<file path="src/rtl/bridge_pkg.sv">
// Shared definitions for the core/peripheral bridge: port codes and FSM encodings.
package bridge_pkg;

    localparam logic [1:0] CODE_RESULT = 2'b00;
    localparam logic [1:0] CODE_CMD0   = 2'b01;
    localparam logic [1:0] CODE_CMD1   = 2'b10;
    localparam logic [1:0] CODE_FLUSH  = 2'b11;

    typedef enum logic [1:0] {
        ST_IDLE = 2'd0,
        ST_SEND = 2'd1,
        ST_GAP  = 2'd2
    } bridge_state_t;

endpackage

</file>
<file path="src/rtl/bridge_sync_fifo.sv">
// Synchronous FIFO with extra-MSB pointers and a combinational head output.
module bridge_sync_fifo #(
    parameter int WIDTH     = 34,
    parameter int ADDR_BITS = 3
) (
    input  logic             clock,
    input  logic             reset,
    input  logic             push,
    input  logic             pop,
    input  logic             flush,
    input  logic [WIDTH-1:0] din,
    output logic [WIDTH-1:0] dout,
    output logic             empty,
    output logic             full
);

    localparam int DEPTH = 1 << ADDR_BITS;

    logic [WIDTH-1:0]   mem [DEPTH];
    logic [ADDR_BITS:0] wr_ptr_reg;
    logic [ADDR_BITS:0] rd_ptr_reg;
    logic               push_ok;
    logic               pop_ok;

    assign empty = (wr_ptr_reg == rd_ptr_reg);
    assign full  = (wr_ptr_reg[ADDR_BITS] != rd_ptr_reg[ADDR_BITS]) &&
                   (wr_ptr_reg[ADDR_BITS-1:0] == rd_ptr_reg[ADDR_BITS-1:0]);

    // A pop in the same cycle frees the slot, so a full FIFO may still accept.
    assign pop_ok  = pop && !empty;
    assign push_ok = push && (!full || pop_ok);

    always_ff @(posedge clock) begin
        if (push_ok) begin
            mem[wr_ptr_reg[ADDR_BITS-1:0]] <= din;
        end
    end

    always_ff @(posedge clock) begin
        if (reset || flush) begin
            wr_ptr_reg <= '0;
            rd_ptr_reg <= '0;
        end else begin
            if (push_ok) begin
                wr_ptr_reg <= wr_ptr_reg + 1'b1;
            end
            if (pop_ok) begin
                rd_ptr_reg <= rd_ptr_reg + 1'b1;
            end
        end
    end

    assign dout = mem[rd_ptr_reg[ADDR_BITS-1:0]];

endmodule

</file>
<file path="src/rtl/core_peripheral_bridge.sv">
// Peripheral endpoint of the core I/O port: buffers core beats for the host and
// forwards host commands to the core as spaced single-cycle pulses.
module core_peripheral_bridge
    import bridge_pkg::*;
#(
    parameter int CORE           = 0,
    parameter int DATA_WIDTH     = 32,
    parameter int FIFO_ADDR_BITS = 3,
    parameter int GAP_CYCLES     = 2
) (
    input  logic                  clock,
    input  logic                  reset,
    input  logic [1:0]            to_peripheral,
    input  logic [DATA_WIDTH-1:0] to_peripheral_data,
    input  logic                  to_peripheral_valid,
    output logic [1:0]            from_peripheral,
    output logic [DATA_WIDTH-1:0] from_peripheral_data,
    output logic                  from_peripheral_valid,
    output logic [DATA_WIDTH+1:0] host_rd_data,
    output logic                  host_rd_valid,
    input  logic                  host_rd_ready,
    input  logic [1:0]            host_cmd,
    input  logic [DATA_WIDTH-1:0] host_cmd_data,
    input  logic                  host_cmd_valid,
    output logic                  host_cmd_ready,
    output logic [15:0]           overflow_count,
    input  logic                  report
);

    bridge_state_t         state_reg;
    logic [7:0]            gap_cnt_reg;
    logic                  cmd_ready_reg;
    logic [1:0]            fp_code_reg;
    logic [DATA_WIDTH-1:0] fp_data_reg;
    logic                  fp_valid_reg;
    logic [15:0]           overflow_reg;

    logic                  fifo_empty;
    logic                  fifo_full;
    logic [DATA_WIDTH+1:0] fifo_dout;
    logic                  pop;
    logic                  drop;
    logic                  flush;

    // Occupancy reporting has no hardware realisation; the input is sunk here.
    logic unused_report;
    assign unused_report = report ^ (CORE < 0);

    assign flush = (state_reg == ST_IDLE) && host_cmd_valid && (host_cmd == CODE_FLUSH);
    assign pop   = !fifo_empty && host_rd_ready;
    assign drop  = to_peripheral_valid && fifo_full && !pop;

    bridge_sync_fifo #(
        .WIDTH     (DATA_WIDTH + 2),
        .ADDR_BITS (FIFO_ADDR_BITS)
    ) u_fifo (
        .clock (clock),
        .reset (reset),
        .push  (to_peripheral_valid),
        .pop   (pop),
        .flush (flush),
        .din   ({to_peripheral, to_peripheral_data}),
        .dout  (fifo_dout),
        .empty (fifo_empty),
        .full  (fifo_full)
    );

    assign host_rd_valid = !fifo_empty;
    // Unwritten storage is never exposed: the head reads as zero while empty.
    assign host_rd_data  = fifo_empty ? '0 : fifo_dout;

    always_ff @(posedge clock) begin
        if (reset || flush) begin
            overflow_reg <= '0;
        end else if (drop && (overflow_reg != 16'hFFFF)) begin
            overflow_reg <= overflow_reg + 16'd1;
        end
    end

    always_ff @(posedge clock) begin
        if (reset) begin
            state_reg     <= ST_IDLE;
            gap_cnt_reg   <= '0;
            cmd_ready_reg <= 1'b1;
            fp_code_reg   <= '0;
            fp_data_reg   <= '0;
            fp_valid_reg  <= 1'b0;
        end else begin
            case (state_reg)
                ST_IDLE: begin
                    if (host_cmd_valid) begin
                        cmd_ready_reg <= 1'b0;
                        if (host_cmd == CODE_FLUSH) begin
                            state_reg   <= ST_GAP;
                            gap_cnt_reg <= 8'(GAP_CYCLES - 1);
                        end else begin
                            state_reg    <= ST_SEND;
                            fp_code_reg  <= host_cmd;
                            fp_data_reg  <= host_cmd_data;
                            fp_valid_reg <= 1'b1;
                        end
                    end
                end
                ST_SEND: begin
                    fp_valid_reg <= 1'b0;
                    state_reg    <= ST_GAP;
                    gap_cnt_reg  <= 8'(GAP_CYCLES - 1);
                end
                ST_GAP: begin
                    if (gap_cnt_reg == 8'd0) begin
                        state_reg     <= ST_IDLE;
                        cmd_ready_reg <= 1'b1;
                    end else begin
                        gap_cnt_reg <= gap_cnt_reg - 8'd1;
                    end
                end
                default: begin
                    state_reg     <= ST_IDLE;
                    cmd_ready_reg <= 1'b1;
                    fp_valid_reg  <= 1'b0;
                end
            endcase
        end
    end

    assign from_peripheral       = fp_code_reg;
    assign from_peripheral_data  = fp_data_reg;
    assign from_peripheral_valid = fp_valid_reg;
    assign host_cmd_ready        = cmd_ready_reg;
    assign overflow_count        = overflow_reg;

endmodule

</file>
<file path="config.mk">
export PLATFORM = sky130hd
export DESIGN_NAME = core_peripheral_bridge
export DESIGN_NICKNAME = d
export VERILOG_FILES = /design/src/rtl/bridge_pkg.sv /design/src/rtl/bridge_sync_fifo.sv /design/src/rtl/core_peripheral_bridge.sv
export SDC_FILE = /design/constraint.sdc
export NUM_CORES = 1
export LEC_CHECK = 0
export CAP_MARGIN = 20
export CORE_ASPECT_RATIO = 1.2
export CORE_UTILIZATION = 55
export DETAILED_ROUTE_END_ITERATION = 10
export HOLD_SLACK_MARGIN = 0.12
export PLACE_DENSITY = 0.79
export SLEW_MARGIN = 10
export SYNTH_ARGS = -nofsm -noshare
export SYNTH_HDL_FRONTEND = slang
export SYNTH_SLANG_ARGS = --single-unit
</file>
<file path="constraint.sdc">
create_clock -name clock -period 5.95 [get_ports clock]
set_input_delay 0.595 -clock clock [delete_from_list [all_inputs] [get_ports clock]]
set_output_delay 0.595 -clock clock [all_outputs]
set_load 0.05 [all_outputs]
</file>
* Word level (Yosys, flattened, before mapping)
Memories as Yosys holds them, arrays and structs flattened. A register that Yosys moved wholly into a read port is not among the register bits.
Cells that the tools add are included.
** Cells by class
- Add/sub/neg operators :: 4
- Equal/unequal tests :: 12
- Multiplexer cells :: 19
- Bitwise operators :: 3
- Reductions and logical operators :: 22
** Operators by type and width (count)
- $mux W34 :: 1
- $mux W8 :: 3
- $pmux W8 S3 :: 1
- $add A16 B1 Y16 const B :: 1
- $ne A16 B16 Y1 const B :: 1
- $logic_and A1 B1 Y1 :: 9
- $reduce_and A3 Y1 :: 3
- $add A4 B1 Y4 const B :: 2
- $logic_not A8 Y1 :: 1
- $ne A2 B2 Y1 const B :: 4
- $sub A8 B1 Y8 const B :: 1
- $mux W1 :: 6
- $mux W2 :: 3
- $mux W3 :: 2
- $pmux W2 S3 :: 1
- $eq A2 B2 Y1 const B :: 2
- $eq A4 B4 Y1 :: 1
- $reduce_and A4 Y1 :: 1
- $eq A3 B3 Y1 :: 1
- $logic_not A1 Y1 :: 3
- $not A1 Y1 :: 3
- $pmux W1 S3 :: 1
- $reduce_bool A3 Y1 :: 1
- $eq A2 B1 Y1 const B :: 1
- other kinds (6) :: 7
** Word-level totals
- Register bits after elaboration :: 70
- Memory bits (writable) :: 272
- Input bits :: 74
- Output and inout bits :: 87
- Memories :: 1
** Memories
- u_fifo.mem :: words 8, bits a word 34, rd ports 1, clocked after memory_dff 1, write ports 1, line bridge_sync_fifo.sv:19 : logic [WIDTH-1:0] mem [DEPTH];

* Depth between registers and ports, before layout
- Depth after elaboration :: 8
- Depth in mapped cells :: 8

* Modules after synthesis
A second synthesis with hierarchy kept.
** Second synthesis, totals
- Cell total of the unflattened synthesis :: 830
- Area total of the unflattened synthesis :: 13954.6 um^2
** Modules (own cells, without submodules)
- bridge_sync_fifo :: instances 1, cells an instance 469, area an instance 10986.8 um^2, sequential area each 8388.0 um^2
- core_peripheral_bridge :: instances 1, cells an instance 361, area an instance 2967.8 um^2, sequential area each 1241.2 um^2

* Least setup slack after synthesis
OpenSTA, ideal clock, no wires.
- Path kind :: register -> register
- Start :: register u_fifo.wr_ptr_reg[0]
- End :: memory u_fifo.mem[0][0] (enable)
- Arrival time :: 4228 ps
- Required time :: 5440 ps
- Slack :: 1211 ps
- Cell stages (with the launch flop) :: 6
- Buffers on the path :: 1
- Period minus slack after synthesis :: 4739 ps
- Cell sequence :: dfxtp_1 buf_6 xnor2_1 and3_4 a21bo_2 nor4_1
** On the way
- Cells in the longest elaborated chain, start to end :: 8
- Elaborated cells between the ends (all ways) :: 11
- Those cells by class :: eq/ne: 2; mux: 2; reduce/logical: 7
** RTL lines
- start: declaration :: line bridge_sync_fifo.sv:20 : logic [ADDR_BITS:0] wr_ptr_reg;
- start signal: assignment :: line bridge_sync_fifo.sv:45 : wr_ptr_reg <= wr_ptr_reg + 1'b1;
- $eq A4 B4 Y1 :: line bridge_sync_fifo.sv:25 : assign empty = (wr_ptr_reg == rd_ptr_reg);
- $logic_not A1 Y1 :: line bridge_sync_fifo.sv:30, core_peripheral_bridge.sv:50
- $logic_and A1 B1 Y1 :: line core_peripheral_bridge.sv:50 : assign pop = !fifo_empty && host_rd_ready;
- $logic_and A1 B1 Y1 :: line bridge_sync_fifo.sv:30 : assign pop_ok = pop && !empty;
- $logic_or A1 B1 Y1 :: line bridge_sync_fifo.sv:31 : assign push_ok = push && (!full || pop_ok);
- $logic_and A1 B1 Y1 :: line bridge_sync_fifo.sv:31
- $mux W1 :: line bridge_sync_fifo.sv:34 : if (push_ok) begin
- $mux W1 (implied by the code) :: line bridge_sync_fifo.sv:35 : mem[wr_ptr_reg[ADDR_BITS-1:0]] <= din;
- end: declaration :: line bridge_sync_fifo.sv:19
Several ways; a longest one is shown, not always the timed one.

==> results.cfg <==
[outcome]
status = complete, no violations

[clock_network]
insertion_delay_ns = 0.55
numCtsBuffers = 31
clockRootBuffer = clkbuf_16
clkSlewWorstSetupHoldPaths_ns = 0.06
cts_buffer_depth = 3
h-tree-depth = 1
cts_sinks = 345
postCtsSetupBuffers = 0
cts_tree = done
post_cts_resized = 0
hold_buffers = 0

[yosys]
yosys.area.top_type = edfxtp_1
netlist.area_leader.share_pct = 61.0
synthesis.nets = 889
async_flop_share_pct = 0
syn-cell-area_mm2 = 0.0134
synth_edf_count = 272
synth.distinct_cells = 44
synthTopCellsByArea = edfxtp_1 61%, mux4_2 11%, dfxtp_1 11%
ys_seq_area_share_pct = 71.9
ys_ff_latch = 345
synth_warnings = 0
syn_inst = 810
synthFlopType = edfxtp_1
synth_area_per_cell_um2 = 16.5

[global_route]
grt_pass1_wl_mm = 41.7
grt_max_degree = 69
grt_pass1_vias = 7956
grt_antenna_before_repair = 1
overflow = 0
grt_usage_pct = 22.0

[route]
drtPass1Iterations = 5
dr.first_iter.drc_count = 439
ant_nets = 0
wl_per_cell_um = 20.2
drc = 0
via_per_inst = 5.73
wirelength_mm = 26.5
vias = 7521

[layout]
num-nets-final = 1050
drive_above_1_share_pct = 14.4
final_common_cell = edfxtp_1
largest_reg_flops = 272
register_area_mm2 = 0.00964
fillers = 1649
final_cells = 1313
multi_input_area_mm2 = 0.00358
final_cell_mix = 272 x edfxtp_1, 159 x clkdlybuf4s50_1, 85 x nand2_1, 70 x dfxtp_1, 68 x mux4_2
synthToLayoutAreaGrowth_pct = 21.6

[sta]
rsz0062_at_grt = false
worst_slack_ns = 1.66
setup_viol = 0
max_freq_mhz = 233
finalSetupTns_ns = 0
slew_headroom_pct = 33.5
skew_ns = 0.0179
drv_slew = 0
finalCriticalPeriod_ns = 4.29
final-hold-violation-count = 0
fin_crit_sh_pct = 72.1
tightest_slew_ns = 0.997

[floorplanning]
ioPinCount = 161
dieWidth_um = 144
fp.dieArea_mm2 = 0.0250
fp-row-count = 62
die_h_um = 173
initial_utilization_pct = 56.1
core_area_mm2 = 0.0239

[critical_path]
cpPeakStageDelay_ns = 0.92
arrival_ns = 3.69
crit_type = register to primary output
worstPathMaxFanout = 44
critPathLaunchType = register
end_kind = primary output
crit_slowest_cell = dfxtp_4
worstPathRequired_ns = 5.36
cp_cell_sequence = buf_4, mux4_2, mux2i_1, nor2_1, clkdlybuf4s50_1

[place]
hpwl_mm = 15.4
post-place-ws_ns = 2.19
port_buffers = 159
gp_congestion = 0.724
place_inst = 1258

[pwr]
total_leakage_power_nw = 5.12
power_density_mw_per_mm2 = 339
power_mw = 5.53
ir_drop_uv = 247

[hold_path]
hp-class = register to register

[flow_run]
max_cap_viol_count = 0
==> cell families (layout without fill, tap and decap cells) <==
kind of cell / count (synthesis) / count (layout) / synth area share, %
flip-flops: 345 / 345 / 71.9
XOR/XNOR: 14 / 14 / 0.915
adder cells (fa/ha/maj): 5 / 5 / 0.467
multiplexers: 105 / 105 / 14.2
other: 0 / 1 / 0
AO/OA/AOI/OAI: 80 / 80 / 3.47
buffers and inverters: 53 / 235 / 1.80
AND/OR/NAND/NOR: 208 / 208 / 7.27
==> synth_stat cells, types with 2 or more instances <==
library cell    n
edfxtp_1      272
mux2i_1        36
or4_1          12
buf_1           5
nand4b_1        2
a211oi_1        3
nor2_1         57
nor3b_1         2
o41ai_1         2
inv_1           7
xnor2_1         7
mux4_2         68
or3_1           3
and2_1          4
nor4_1          3
buf_6           4
ha_1            5
nand3_1        11
o21ai_0         5
clkbuf_1       27
nand4_1         5
and3_1          3
xor2_1          7
a31oi_1         5
o31ai_1         9
nand2_1        85
nand2b_1        6
nor3_1          7
and4_1          3
dfxtp_1        73
a21oi_1        49
o211ai_1        2
buf_2          10
==> layer usage <==
metal  GRT usage, %  share of wire (%)  routed length [µm]  vias to the layer above
met5              0                  0                   0                        -
met4           5.70                1.9                 498                        0
met3           4.74                7.2                1910                       40
met2           38.7                 52               13800                      257
met1           27.4                 39               10400                     3774
li1               -                  -                   -                     3450
==> path summary, 6_finish.rpt <==
| path | to | cells after the start | startpoint | slack, ns |
|---|---|---|---|---|
| setup / recovery | host_rd_data[13] | 5 | register | 1.66 |
| hold / removal | from_peripheral_data[19]$_SDFFE_PP0P_ | 2 | from_peripheral_data[19]$_SDFFE_PP0P_ | 0.45 |
| setup reg to reg | u_fifo.mem[4][19]$_DFFE_PP_ | 5 | u_fifo.wr_ptr_reg[0]$_SDFFE_PP0P_ | 3.05 |
| hold reg to reg | from_peripheral_data[19]$_SDFFE_PP0P_ | 2 | from_peripheral_data[19]$_SDFFE_PP0P_ | 0.45 |
==> final cells by class <==
type                       count  area share (%)
multi-input combinational    412            22.0
inverter                       7           0.161
tap                          320            2.46
antenna                        1          0.0154
timing repair buffer         174            10.5
clock inverter                16           0.822
sequential                   345            59.2
clock buffer                  38            4.92
==> worst max-delay path, delay by kind of cell (launching register included) <==
family                 cells  cell delay (ns)
muxes                      2             0.78
DFF                        1             0.92
and+or+nand+nor            1             0.09
buffers and inverters      2             1.32
==> where the power goes <==
group          switching (mW)  internal (mW)  total (mW)
clock                   0.827           1.04        1.87
combinational           0.550          0.371       0.921
sequential             0.0722           2.67        2.74
==> metrics by stage <==
| stage | util [%] | hold WS, ns | cell area, µm² |
|---|---|---|---|
| global route | 68.2 | 0.469 | 16300 |
| global placement | 64.2 | 0.441 | 15300 |
| detailed placement | 64.3 | 0.447 | 15400 |
| CTS | 68.2 | 0.454 | 16300 |
| floorplan | - | 0.461 | 13400 |
| finish | 68.2 | 0.452 | 16300 |
No activity file was read; power rests on OpenSTA's default activity.
